**src/rtl/cci_mpf_svc_vtp_arbiter_pkg.sv**
```systemverilog
// Shared VTP lookup types plus the tag-table entry used by the service arbiter.
package cci_mpf_svc_vtp_arbiter_pkg;

  localparam int unsigned CCI_MPF_SHIM_VTP_MAX_SVC_REQS = 32;
  localparam int unsigned CCI_MPF_SHIM_VTP_REQ_TAG_W    = $clog2(CCI_MPF_SHIM_VTP_MAX_SVC_REQS);
  localparam int unsigned CCI_MPF_SHIM_VTP_VA_PAGE_W    = 36;
  localparam int unsigned CCI_MPF_SHIM_VTP_PA_PAGE_W    = 32;
  localparam int unsigned CCI_MPF_SVC_VTP_MAX_CLIENTS   = 8;
  localparam int unsigned CCI_MPF_SVC_VTP_CLIENT_ID_W   = $clog2(CCI_MPF_SVC_VTP_MAX_CLIENTS);

  typedef logic [CCI_MPF_SHIM_VTP_REQ_TAG_W-1:0]  t_cci_mpf_shim_vtp_req_tag;
  typedef logic [CCI_MPF_SHIM_VTP_VA_PAGE_W-1:0]  t_cci_mpf_shim_vtp_va_page;
  typedef logic [CCI_MPF_SHIM_VTP_PA_PAGE_W-1:0]  t_cci_mpf_shim_vtp_pa_page;
  typedef logic [CCI_MPF_SVC_VTP_CLIENT_ID_W-1:0] t_cci_mpf_svc_vtp_client_id;

  typedef struct packed {
    t_cci_mpf_shim_vtp_va_page pageVA;
    t_cci_mpf_shim_vtp_req_tag tag;
  } t_cci_mpf_shim_vtp_lookup_req;

  typedef struct packed {
    t_cci_mpf_shim_vtp_pa_page pagePA;
    t_cci_mpf_shim_vtp_req_tag tag;
    logic                      isBigPage;
  } t_cci_mpf_shim_vtp_lookup_rsp;

  // Per-service-tag record of who issued the lookup and under which client tag.
  typedef struct packed {
    t_cci_mpf_svc_vtp_client_id id;
    t_cci_mpf_shim_vtp_req_tag  ctag;
  } t_cci_mpf_svc_vtp_tag_entry;

endpackage

```
**src/rtl/cci_mpf_svc_vtp_tag_pool.sv**
```systemverilog
// Free pool of service tags: lowest-free allocation, release on response,
// outstanding count and detection of releases that hit an idle tag.
module cci_mpf_svc_vtp_tag_pool
  import cci_mpf_svc_vtp_arbiter_pkg::*;
#(
  parameter int unsigned N_TAGS = 16
) (
  input  logic                          clk,
  input  logic                          reset_n,
  input  logic                          alloc_en_i,
  output logic                          free_any_c,
  output t_cci_mpf_shim_vtp_req_tag     alloc_tag_c,
  input  logic                          free_en_i,
  input  t_cci_mpf_shim_vtp_req_tag     free_tag_i,
  output logic                          free_hit_c,
  output logic                          spurious_c,
  output logic [$clog2(N_TAGS+1)-1:0]   count_o
);

  localparam int unsigned CNT_W = $clog2(N_TAGS + 1);
  localparam int unsigned TAG_W = $bits(t_cci_mpf_shim_vtp_req_tag);

  logic [N_TAGS-1:0] busy_q, busy_d;
  logic [N_TAGS-1:0] alloc_mask, free_mask;
  logic [CNT_W-1:0]  count_q, count_d;
  logic              alloc_ok;

  // Lowest-index free tag wins.
  always_comb begin
    free_any_c  = 1'b0;
    alloc_tag_c = '0;
    for (int i = int'(N_TAGS) - 1; i >= 0; i--) begin
      if (!busy_q[i]) begin
        free_any_c  = 1'b1;
        alloc_tag_c = TAG_W'(i);
      end
    end
  end

  // Shifting past the top of the mask yields zero, so out-of-range tags never hit.
  assign alloc_mask = N_TAGS'(1) << alloc_tag_c;
  assign free_mask  = N_TAGS'(1) << free_tag_i;
  assign alloc_ok   = alloc_en_i & free_any_c;
  assign free_hit_c = free_en_i & (|(busy_q & free_mask));
  assign spurious_c = free_en_i & ~free_hit_c;

  always_comb begin
    busy_d  = busy_q;
    count_d = count_q;
    if (alloc_ok)   busy_d = busy_d | alloc_mask;
    if (free_hit_c) busy_d = busy_d & ~free_mask;
    count_d = count_q + CNT_W'(alloc_ok) - CNT_W'(free_hit_c);
  end

  always_ff @(posedge clk) begin
    if (!reset_n) begin
      busy_q  <= '0;
      count_q <= '0;
    end else begin
      busy_q  <= busy_d;
      count_q <= count_d;
    end
  end

  assign count_o = count_q;

endmodule

```
**src/rtl/cci_mpf_svc_vtp_arbiter.sv**
```systemverilog
// Shares one VTP translation service among N_CLIENTS shims: round-robin grant,
// service-tag remap on issue, and routing of out-of-order responses back to clients.
module cci_mpf_svc_vtp_arbiter
  import cci_mpf_svc_vtp_arbiter_pkg::*;
#(
  parameter int unsigned N_CLIENTS  = 2,
  parameter int unsigned N_SVC_TAGS = 16
) (
  input  logic                              clk,
  input  logic                              reset_n,
  input  logic [N_CLIENTS-1:0]              c_lookupEn,
  input  t_cci_mpf_shim_vtp_lookup_req      c_lookupReq [N_CLIENTS],
  output logic [N_CLIENTS-1:0]              c_lookupRdy,
  output logic [N_CLIENTS-1:0]              c_lookupRspValid,
  output t_cci_mpf_shim_vtp_lookup_rsp      c_lookupRsp,
  output logic                              s_lookupEn,
  output t_cci_mpf_shim_vtp_lookup_req      s_lookupReq,
  input  logic                              s_lookupRdy,
  input  logic                              s_lookupRspValid,
  input  t_cci_mpf_shim_vtp_lookup_rsp      s_lookupRsp,
  output logic [$clog2(N_SVC_TAGS+1)-1:0]   outstanding,
  output logic                              err_spurious_rsp
);

  localparam int unsigned CLI_W     = (N_CLIENTS > 1) ? $clog2(N_CLIENTS) : 1;
  localparam int unsigned SVC_IDX_W = (N_SVC_TAGS > 1) ? $clog2(N_SVC_TAGS) : 1;

  logic [CLI_W-1:0]               rr_q, rr_d;
  logic [CLI_W-1:0]               grant_idx, cand_idx;
  int unsigned                    cand;
  logic                           grant_any, can_issue, accept;

  logic                           out_valid_q, out_valid_d;
  t_cci_mpf_shim_vtp_lookup_req   out_req_q, out_req_d;

  logic [N_CLIENTS-1:0]           rsp_valid_q, rsp_valid_d;
  t_cci_mpf_shim_vtp_lookup_rsp   rsp_q, rsp_d;
  logic                           err_q, err_d;

  t_cci_mpf_svc_vtp_tag_entry     table_q [N_SVC_TAGS];
  t_cci_mpf_svc_vtp_tag_entry     new_entry, rsp_entry;

  logic                           free_any, free_hit, spurious;
  t_cci_mpf_shim_vtp_req_tag      alloc_tag;

  cci_mpf_svc_vtp_tag_pool #(
    .N_TAGS (N_SVC_TAGS)
  ) u_tag_pool (
    .clk         (clk),
    .reset_n     (reset_n),
    .alloc_en_i  (accept),
    .free_any_c  (free_any),
    .alloc_tag_c (alloc_tag),
    .free_en_i   (s_lookupRspValid),
    .free_tag_i  (s_lookupRsp.tag),
    .free_hit_c  (free_hit),
    .spurious_c  (spurious),
    .count_o     (outstanding)
  );

  // Round-robin pick: first requester at or after rr_q, modulo N_CLIENTS.
  always_comb begin
    grant_any = 1'b0;
    grant_idx = '0;
    cand      = 0;
    cand_idx  = '0;
    for (int unsigned k = 0; k < N_CLIENTS; k++) begin
      cand = 32'(rr_q) + k;
      if (cand >= N_CLIENTS) cand = cand - N_CLIENTS;
      cand_idx = CLI_W'(cand);
      if (!grant_any && c_lookupEn[cand_idx]) begin
        grant_any = 1'b1;
        grant_idx = cand_idx;
      end
    end
  end

  assign can_issue   = reset_n & free_any & (~out_valid_q | s_lookupRdy);
  assign accept      = can_issue & grant_any;
  assign c_lookupRdy = accept ? (N_CLIENTS'(1) << grant_idx) : '0;
  assign s_lookupEn  = out_valid_q & s_lookupRdy;

  assign new_entry.id   = t_cci_mpf_svc_vtp_client_id'(grant_idx);
  assign new_entry.ctag = c_lookupReq[grant_idx].tag;
  assign rsp_entry      = table_q[SVC_IDX_W'(s_lookupRsp.tag)];

  always_comb begin
    rr_d        = rr_q;
    out_valid_d = out_valid_q;
    out_req_d   = out_req_q;
    if (s_lookupEn) out_valid_d = 1'b0;
    // A grant in the firing cycle reloads the register for back-to-back issue.
    if (accept) begin
      rr_d             = (grant_idx == CLI_W'(N_CLIENTS - 1)) ? '0 : grant_idx + CLI_W'(1);
      out_valid_d      = 1'b1;
      out_req_d.pageVA = c_lookupReq[grant_idx].pageVA;
      out_req_d.tag    = alloc_tag;
    end
  end

  // Responses for idle or out-of-range tags are dropped and flagged.
  always_comb begin
    rsp_valid_d = '0;
    rsp_d       = rsp_q;
    err_d       = err_q | spurious;
    if (free_hit) begin
      rsp_valid_d     = N_CLIENTS'(1) << rsp_entry.id;
      rsp_d.pagePA    = s_lookupRsp.pagePA;
      rsp_d.tag       = rsp_entry.ctag;
      rsp_d.isBigPage = s_lookupRsp.isBigPage;
    end
  end

  always_ff @(posedge clk) begin
    if (!reset_n) begin
      rr_q        <= '0;
      out_valid_q <= 1'b0;
      rsp_valid_q <= '0;
      err_q       <= 1'b0;
    end else begin
      rr_q        <= rr_d;
      out_valid_q <= out_valid_d;
      rsp_valid_q <= rsp_valid_d;
      err_q       <= err_d;
    end
  end

  always_ff @(posedge clk) begin
    out_req_q <= out_req_d;
    rsp_q     <= rsp_d;
    if (accept) table_q[SVC_IDX_W'(alloc_tag)] <= new_entry;
  end

  assign s_lookupReq      = out_req_q;
  assign c_lookupRspValid = rsp_valid_q;
  assign c_lookupRsp      = rsp_q;
  assign err_spurious_rsp = err_q;

endmodule
```
**config.mk**
```make
export PLATFORM = sky130hd
export DESIGN_NAME = cci_mpf_svc_vtp_arbiter
export DESIGN_NICKNAME = d
export VERILOG_FILES = /design/src/rtl/cci_mpf_svc_vtp_arbiter_pkg.sv /design/src/rtl/cci_mpf_svc_vtp_tag_pool.sv /design/src/rtl/cci_mpf_svc_vtp_arbiter.sv
export SDC_FILE = /design/constraint.sdc
export NUM_CORES = 1
export LEC_CHECK = 0
export BUFFER_PORTS_ARGS = -buffer_cell sky130_fd_sc_hd__buf_2
export CORE_AREA = 2 2 146 134
export DETAILED_ROUTE_END_ITERATION = 10
export DIE_AREA = 0 0 148 136
export HOLD_SLACK_MARGIN = 0.08
export PLACE_DENSITY = 0.69
export SLEW_MARGIN = 10
export SYNTH_ARGS = -nofsm -noshare
export SYNTH_HDL_FRONTEND = slang
export SYNTH_SLANG_ARGS = --single-unit
```
**constraint.sdc**
```tcl
create_clock -name clk -period 5.6 [get_ports clk]
set_input_delay 0.56 -clock clk [delete_from_list [all_inputs] [get_ports clk]]
set_output_delay 0.56 -clock clk [all_outputs]
set_load 0.01 [all_outputs]
```
==> Yosys cells after proc, flatten, opt, wreduce, memory -nomap -nowiden <==
Memory sizes are Yosys's and may differ from the RTL's.
Index checks and enable logic that the tools add are counted.
{ "word_totals": {"reg_bits": 105, "ram_bits": 96, "in_bits": 126, "out_inout_bits": 90, "elab_cells": 101, "n_memories": 1} }
{ "mem_list": {"columns": ["memory", "depth", "word_bits", "rd", "rd_ports_with_merged_regs", "wr", "line", "source"], "rows": [
  ["table_q", 16, 6, 1, 0, 1, "cci_mpf_svc_vtp_arbiter.sv:40", "t_cci_mpf_svc_vtp_tag_entry table_q [N_SVC_TAGS];"]
]} }
{ "classes": {"add_sub_neg": 6, "magnitude_cmp": 5, "n_shift": 4, "mux": 53, "bitwise_logic": 16, "reduce_logical": 5} }
{ "op_table": {"columns": ["operator", "count"], "rows": [
  ["$mux W41", 3],
  ["$mux W4", 16],
  ["$and A16 B16 Y16", 2],
  ["$mux W16", 2],
  ["$mux W1", 31],
  ["$not A16 Y16", 1],
  ["$or A16 B16 Y16", 1],
  ["$reduce_or A16 Y1", 1],
  ["$shl A1 B4 Y16 const A", 1],
  ["$shl A1 B5 Y16 const A", 1],
  ["$and A1 B1 Y1", 7],
  ["$add A5 B1 Y5", 1],
  ["$sub A5 B1 Y5", 1],
  ["$ge A2 B2 Y1 const B", 2],
  ["$lt A1 B2 Y1 const B", 2],
  ["$shl A1 B3 Y2 const A", 1],
  ["$add A1 B1 Y2 const B", 1],
  ["$ge A1 B2 Y1 const B", 1],
  ["$mux W2", 1],
  ["$not A1 Y1", 2],
  ["$not A1 Y2", 1],
  ["$or A1 B1 Y1", 2],
  ["$reduce_and A2 Y1", 1],
  ["$reduce_bool A2 Y1", 1],
  ["other kinds (5)", 6]
]} }

==> Longest topological paths before layout <==
Gate-level depths: netlist of the first run.
{ "logic_depth": {"word_depth": 23, "mapped_depth": 17, "ltp_nobuf": 15} }

==> By module <==
From an unflattened synthesis of the first run, not the netlist that was laid out.
{ "unflattened": {"cells_unflattened": 490, "area_unflattened_um2": 8229.1} }
{ "by_module_without_submodules": {"columns": ["mod", "n_inst", "cells_each", "area_per_inst_um2", "seq_area_each_um2"], "rows": [
  ["cci_mpf_svc_vtp_arbiter", 1, 317, 6781.5, 5355.1],
  ["cci_mpf_svc_vtp_tag_pool", 1, 173, 1447.6, 420.4]
]} }

==> Least setup slack after synthesis of the first run <==
No wires, ideal clock.
{ "synth_timing": {"kind": "input port to flip-flop", "startpoint": "input s_lookupRsp[4] (netlist name)", "endpoint": "register u_tag_pool.count_q[4] (netlist: u_tag_pool.count_o[4])", "setup_ns": 0.115, "arrival_ns": 4.198, "required_time_ns": 5.485, "slack_ns": 1.287, "cell_stages": 16, "path_buffers": 2, "path_cell_list": "clkbuf_1 clkbuf_1 nand2_1 and3_1 nor3_1 o21a_1 ha_1 inv_1 ha_1 inv_1 fa_1 inv_1 a21o_1 a21oi_1 xnor2_1 and2_1"} }
{ "synth_between": {"elab_chain_cells": 5} }
{ "synth_lines": {"columns": ["item", "line", "source"], "rows": [
  ["from (decl)", "cci_mpf_svc_vtp_arbiter.sv:20", "input t_cci_mpf_shim_vtp_lookup_rsp s_lookupRsp,"],
  ["$shl A1 B5 Y16", "cci_mpf_svc_vtp_tag_pool.sv:42", "assign free_mask = N_TAGS'(1) << free_tag_i;"],
  ["$and A16 B16 Y16", "cci_mpf_svc_vtp_tag_pool.sv:44", "assign free_hit_c = free_en_i & (|(busy_q & free_mask));"],
  ["$reduce_or A16 Y1", "cci_mpf_svc_vtp_tag_pool.sv:44", null],
  ["$and A1 B1 Y1", "cci_mpf_svc_vtp_tag_pool.sv:44", null],
  ["via free_hit", "cci_mpf_svc_vtp_arbiter.sv:43", "logic free_any, free_hit, spurious;"],
  ["$sub A5 B1 Y5", "cci_mpf_svc_vtp_tag_pool.sv:52", "count_d = count_q + CNT_W'(alloc_ok) - CNT_W'(free_hit_c);"],
  ["to (signal assigned)", "cci_mpf_svc_vtp_tag_pool.sv:61", "count_q <= count_d;"],
  ["to (decl)", "cci_mpf_svc_vtp_tag_pool.sv:25", "logic [CNT_W-1:0] count_q, count_d;"]
]} }
The timed path passes the listed nets, and every way through them passes these cells.
A chain may end at the register's enable or synchronous reset.

==> Worst setup path after layout of the first run <==
{ "layout_timing": {"startpoint": "input s_lookupRsp[2] (netlist name)", "endpoint": "register u_tag_pool.count_q[4] (netlist: u_tag_pool.count_o[4])"} }
Same word-level chain as after synthesis.

==> impl_metrics.py, run 1 <==
metrics = {
    "clock_tree": {
        "cts_tree": "done",
        "clock_latency_ns": 0.44,
        "hold_buffers": 0,
        "cts.htree.levels": 4,
        "cts-root-buf": "clkbuf_16",
        "cts-resized-gates": 0,
        "numCtsBuffers": 17,
        "cts_setup_buffers": 0,
        "cts_buffer_depth": 2,
        "clkSlewWorstSetupHoldPaths_ns": 0.07,
        "cts.sink_count": 200,
    },
    "power_and_ir_drop": {
        "power_density_mw_per_mm2": 317.6,
        "seqPwrFrac_pct": 52.8,
        "p_int_mw": 2.481,
        "switching_share_pct": 23.07,
        "power_frac_clock_pct": 37.1,
        "p_leak_nw": 3.990,
        "pwr-share-comb_pct": 10.2,
        "p_sw_mw": 0.7439,
        "peakVddDrop_mv": 0.2365,
        "p_total_mw": 3.225,
    },
    "grt": {
        "grt_use_met1_pct": 23.79,
        "grt_use_total_pct": 19.06,
        "grt_pass1_vias": 5342,
        "overflow": 0,
        "use_met3_pct": 5.872,
        "grt_pass1_wl_mm": 28.60,
        "met2_usage_pct": 32.02,
        "antenna_found_initial": 0,
        "grt_start_max_net_pins": 58,
        "global_route.peak_usage_layer": "met2",
    },
    "status": {
        "outcome": "finished clean",
    },
    "synth": {
        "netlist_area_mm2": 0.008249,
        "async_flop_share_pct": 0,
        "ys_ff_latch": 200,
        "ys.flop_type": "edfxtp_1",
        "synthCells": 554,
        "ys_types": 65,
        "avgSynthCellArea_um2": 14.89,
        "seq_area_frac_synth_pct": 69.65,
        "syn-num-nets": 686,
        "ys_warn_count": 0,
        "synth-edff-count": 174,
    },
    "sta": {
        "rsz0062_at_grt": "no",
        "worst_pin_slew_ns": 1.058,
        "fmax_mhz": 284.5,
        "finalClockSkew_ns": 0.009068,
        "min_period_over_period_pct": 62.77,
        "tns_ns": 0,
        "worst_slack_ns": 2.085,
        "min_period_ns": 3.515,
        "setup_violations": 0,
        "drv_slew": 0,
        "slew_headroom_pct": 28.93,
        "hold_violations": 0,
    },
    "placed_design": {
        "place_ws_ns": 1.654,
        "dp_hpwl_mm": 13.58,
        "place.gp.congestion": 0.9275,
        "port_buffers": 214,
        "place_inst": 997,
    },
    "detailed_routing": {
        "drt_iter0_drc": 370,
        "ant_nets": 0,
        "vias": 5244,
        "routed_wl_mm": 18.68,
        "wl_per_cell_um": 18.15,
        "viasPerCell": 5.096,
        "first_pass_iters": 4,
        "drc": 0,
    },
    "floorplan": {
        "dieArea_mm2": 0.02013,
        "rows": 48,
        "fp.dieH_um": 136,
        "start_util_pct": 44.02,
        "core_mm2": 0.01874,
        "die_x_um": 148,
        "ioPinCount": 216,
    },
    "worst_hold_path": {
        "hp-start": "s_lookupRsp[22]",
        "hp-class": "in -> reg",
        "min_to": "c_lookupRsp[22]",
        "hold_depth": 1,
    },
    "worst_setup_path": {
        "path_buf_inv": 4,
        "crit_path_end_kind": "flip-flop",
        "timing.rr.start": "u_tag_pool.busy_q[1]",
        "critPathMaxFanout": 37,
        "required_ns": 5.93,
        "r2r_cells": 15,
        "rrSetupSlack_ns": 2.33,
        "crit_path_start_kind": "input port",
        "worst_path_max_delay_cell": "buf_2",
        "path_common_cell": "inv_1",
        "reg2reg_to": "u_tag_pool.count_o[4]",
        "critPathTopFamily": "simple AND/OR/NAND/NOR gates",
        "slowest_delay_ns": 0.64,
        "crit_chain": "buf_2, mux2_2, nand3b_1, and3_1, nor3_1, o21a_2, ha_1, inv_1, ha_1, inv_1, fa_1, inv_1, a21o_1, a21oi_1, xnor2_1, and2_1",
        "arrival_ns": 3.85,
        "crit_type": "in -> reg",
    },
    "final_layout": {
        "instances_no_fill": 1029,
        "final_common_cell": "buf_2",
        "mostFrequentLayoutCells": "214 x buf_2, 174 x edfxtp_1, 139 x nand2_1",
        "drive_gt1_share_pct": 38.90,
        "fillCellCount": 1555,
        "regArea_mm2": 0.005746,
        "syn_to_final_growth_pct": 23.09,
        "antennaDiodeCount": 0,
        "fin_nets": 898,
        "multiInputGateArea_mm2": 0.002327,
    },
    "flow_run": {
        "drv_cap": 0,
    },
}
-- kinds of logic after synthesis --
kind of cell    after synthesis  share of synthesized area (%)
fa+ha+maj                     6                          1.001
xor+xnor                      4                         0.4246
buf+inv                      44                          2.336
flops                       200                          69.65
compound gates               55                          5.415
other cells                   1                        0.04546
simple gates                210                          12.29
mux                          34                          8.843
-- routing by layer --
metal / up-vias / share of wire [%]
met5: - / 0
met4: 0 / 1.3
met3: 21 / 9.7
met2: 264 / 47
met1: 2453 / 42
li1: 2506 / -
-- power by group through the flow --
stage	registers, mW	clock network, mW	logic, mW
2_1_floorplan	1.75	0	0.178
3_3_place_gp	1.73	0	0.317
3_5_place_dp	1.73	0	0.332
4_1_cts	1.70	1.22	0.332
5_1_grt	1.71	1.27	0.365
6_report	1.70	1.20	0.328
-- synth_stat cells, drive strengths merged (2+ instances only) --
cell    number  area share [%]
nor4         3            0.41
nand4        5            0.38
or3b         2            0.21
and2         8            0.61
dfxtp       26             6.3
a41o         2            0.24
inv         15            0.68
nand3        6            0.36
mux4        31             8.5
o221a       12             1.6
a31oi        3            0.23
edfxtp     174              63
a21o         5            0.46
a21oi        7            0.42
o21ai        9            0.59
ha           5            0.76
o21a         3            0.27
nor2b        7            0.62
buf         14            0.97
nor3        11            0.97
or3          4            0.42
nor3b        4            0.49
and3         2            0.15
nand2b       2            0.15
nand3b       2            0.18
nand2      139             6.3
o211ai       2            0.24
mux2i        2            0.24
nor2        10            0.46
xnor2        4            0.42
clkbuf      14            0.64
-- layout make-up --
type	instances	area share (%)
sequential	200	56.59
clock buffer	21	4.966
clock inverter	11	0.7887
multi-input combinational	310	22.92
timing repair buffer	221	11.07
tap	250	3.081
inverter	16	0.5915
-- worst max path at each step --
| stage | from | end | cells past startpoint |
|---|---|---|---|
| 2_1_floorplan | s_lookupRsp[4] | u_tag_pool.count_o[4] | 16 |
| 3_3_place_gp | s_lookupRsp[2] | u_tag_pool.count_o[4] | 16 |
| 3_5_place_dp | s_lookupRsp[2] | u_tag_pool.count_o[4] | 16 |
| 4_1_cts | s_lookupRsp[2] | u_tag_pool.count_o[4] | 16 |
| 5_1_grt | s_lookupRsp[2] | u_tag_pool.count_o[4] | 16 |
| 6_report | s_lookupRsp[2] | u_tag_pool.count_o[4] | 16 |
-- per-stage QoR --
step | utilization [%] | instance area [um2] | hold WS (ns)
floorplan | - | 8249 | 0.4783
CTS | 54.19 | 10150 | 0.2750
finish | 54.19 | 10150 | 0.2958
detailed placement | 51.07 | 9569 | 0.4487
global route | 54.19 | 10150 | 0.2721
global placement | 51.07 | 9569 | 0.4567
-- state kept, by name, indices dropped and copies added, names as in the netlist --
name,flops
out_valid_q,1
rr_q,1
table_q,96
u_tag_pool.count_o,5
u_tag_pool.busy_q,16
c_lookupRspValid,2
err_spurious_rsp,1
s_lookupReq,40
c_lookupRsp,38
Power figures use the tool's default switching activity.
==> run 2: changes to the inputs <==
Settings changed: PLACE_DENSITY 0.69 to 0.72.
Clock period 5.6 ns to 2.8 ns, I/O delays scaled along.
==> run 2 against run 1 <==
Core utilization increased by 4.2 points. Largest power group unchanged. Sequential power up 100%. Cell count up 7.8%. Clock-buffer cell count is 4 lower. Critical endpoint unchanged. Non-clock buffer count rose by 81. Highest routed layer unchanged.
==> impl_metrics.py, run 2 (synthesized netlist as in run 1, its figures left out) <==
metrics = {
    "detailed_routing": {
        "wl_per_cell_um": 17.49,
        "first_pass_iters": 5,
        "viasPerCell": 5.036,
        "drt_iter0_drc": 357,
        "drc": 0,
        "vias": 5585,
        "ant_nets": 0,
        "routed_wl_mm": 19.40,
    },
    "worst_setup_path": {
        "worst_path_max_delay_cell": "a311o_1",
        "slowest_delay_ns": 0.34,
        "arrival_ns": 3.01,
        "crit_path_end_kind": "flip-flop",
        "crit_chain": "a41o_1, a311o_1, a21oi_2, nor3_4, o21a_4, ha_4, inv_4, ha_4, inv_2, fa_2, inv_2, a21o_1, a21oi_2, xnor2_1, and2_1",
        "critPathTopFamily": "compound AO/OA/AOI/OAI gates",
        "critPathMaxFanout": 2,
        "crit_path_start_kind": "flip-flop",
        "crit_type": "reg -> reg",
        "path_buf_inv": 3,
        "required_ns": 3.13,
    },
    "clock_tree": {
        "clkSlewWorstSetupHoldPaths_ns": 0.08,
        "cts-root-buf": "clkbuf_16",
        "cts_tree": "done",
        "cts.sink_count": 200,
        "clock_latency_ns": 0.44,
        "cts.htree.levels": 4,
        "numCtsBuffers": 17,
        "cts_buffer_depth": 2,
    },
    "floorplan": {
        "die_x_um": 148,
        "start_util_pct": 44.02,
        "dieArea_mm2": 0.02013,
        "ioPinCount": 216,
        "core_mm2": 0.01874,
        "rows": 48,
        "fp.dieH_um": 136,
    },
    "sta": {
        "setup_violations": 0,
        "min_period_over_period_pct": 95.91,
        "worst_pin_slew_ns": 0.7940,
        "hold_violations": 0,
        "drv_slew": 0,
        "slew_headroom_pct": 46.32,
        "min_period_ns": 2.685,
        "worst_slack_ns": 0.1146,
        "holdWs_ns": 0.1012,
        "rsz0062_at_grt": "no",
        "finalClockSkew_ns": 0.01931,
        "fmax_mhz": 372.4,
    },
    "power_and_ir_drop": {
        "power_density_mw_per_mm2": 604.7,
        "peakVddDrop_mv": 0.3988,
        "p_total_mw": 6.612,
        "p_leak_nw": 4.376,
    },
    "final_layout": {
        "fin_nets": 979,
        "largest_reg_flops": 96,
        "instances_no_fill": 1109,
        "syn_to_final_growth_pct": 32.55,
        "regMostFlops": "table_q",
        "drive_gt1_share_pct": 42.26,
        "fillCellCount": 1502,
        "antennaDiodeCount": 0,
        "mostFrequentLayoutCells": "214 x buf_2, 174 x edfxtp_1, 139 x nand2_1",
        "final_common_cell": "buf_2",
        "fin_util_pct": 58.35,
    },
    "grt": {
        "grt_start_max_net_pins": 43,
        "grt_pass1_wl_mm": 30.04,
        "grt_use_total_pct": 19.89,
        "antenna_found_initial": 0,
        "overflow": 0,
        "grt_pass1_vias": 5473,
    },
    "status": {
        "outcome": "finished clean",
    },
    "placed_design": {
        "place_ws_ns": -0.2146,
        "port_buffers": 214,
        "place_inst": 1044,
        "dp_hpwl_mm": 13.91,
        "place.gp.congestion": 0.9127,
    },
    "worst_hold_path": {
        "hp-class": "in -> reg",
    },
    "flow_run": {
        "drv_cap": 0,
    },
}
==> run 2: final cells by class <==
cell class                      count  area, um2  area share (%)
Sequential cell                   200       5747           52.56
Multi-Input combinational cell    310       2400           21.95
Timing Repair Buffer              302       1814           16.59
Clock buffer                       17      425.4           3.891
Tap cell                          250      312.8           2.861
Clock inverter                     14      172.7           1.579
Inverter                           16      62.56          0.5721
==> run 2: worst paths after layout <==
| path | from | to | slack [ns] | cells past startpoint |
|---|---|---|---|---|
| worst max-delay path | u_tag_pool.busy_q[11] | u_tag_pool.count_o[4] | 0.11 | 15 |
| worst min-delay path | c_lookupReq[29] | s_lookupReq[29] | 0.10 | 3 |
| worst max register to register | u_tag_pool.busy_q[11] | u_tag_pool.count_o[4] | 0.11 | 15 |
| worst min register to register | err_spurious_rsp | err_spurious_rsp | 0.47 | 2 |
==> run 2: per-stage QoR <==
stage          cell area, um2  TNS, ns
2_1_floorplan            8348  -0.4280
3_3_place_gp             9986  -0.2422
3_5_place_dp             9986  -0.3444
4_1_cts                 10910        0
5_1_grt                 10930        0
6_report                10930        0
==> run 2: repair_timing <==
item                                    in CTS  in global routing
endpoints found under the setup margin       0                  2
hold buffers                                33                  0
resized for setup                            0                  6
endpoints found under the hold margin       33                  0
setup buffers                                0                  1
==> run 2: worst reg2reg max path, stage by stage (launching register included) <==
cell and delay (ns):
dfxtp_2 0.33, a41o_1 0.22, a311o_1 0.34, a21oi_2 0.18, nor3_4 0.06, o21a_4 0.21, ha_4 0.22, inv_4 0.05
ha_4 0.13, inv_2 0.03, fa_2 0.34, inv_2 0.05, a21o_1 0.11, a21oi_2 0.06, xnor2_1 0.11, and2_1 0.14
==> run 2: per-layer routing <==
metal | up-vias | GRT usage [%] | part of all wire [%]
li1 | 2669 | - | -
met1 | 2628 | 26.59 | 43
met2 | 270 | 33.05 | 49
met3 | 18 | 4.195 | 6.8
met4 | 0 | 6.032 | 1.3
met5 | - | 0 | 0
==> run 2: report_power, final <==
part / switching, mW / total (mW) / internal (mW)
Sequential: 0.0366 / 3.40 / 3.36
Combinational: 0.388 / 0.742 / 0.354
Clock: 1.19 / 2.47 / 1.28
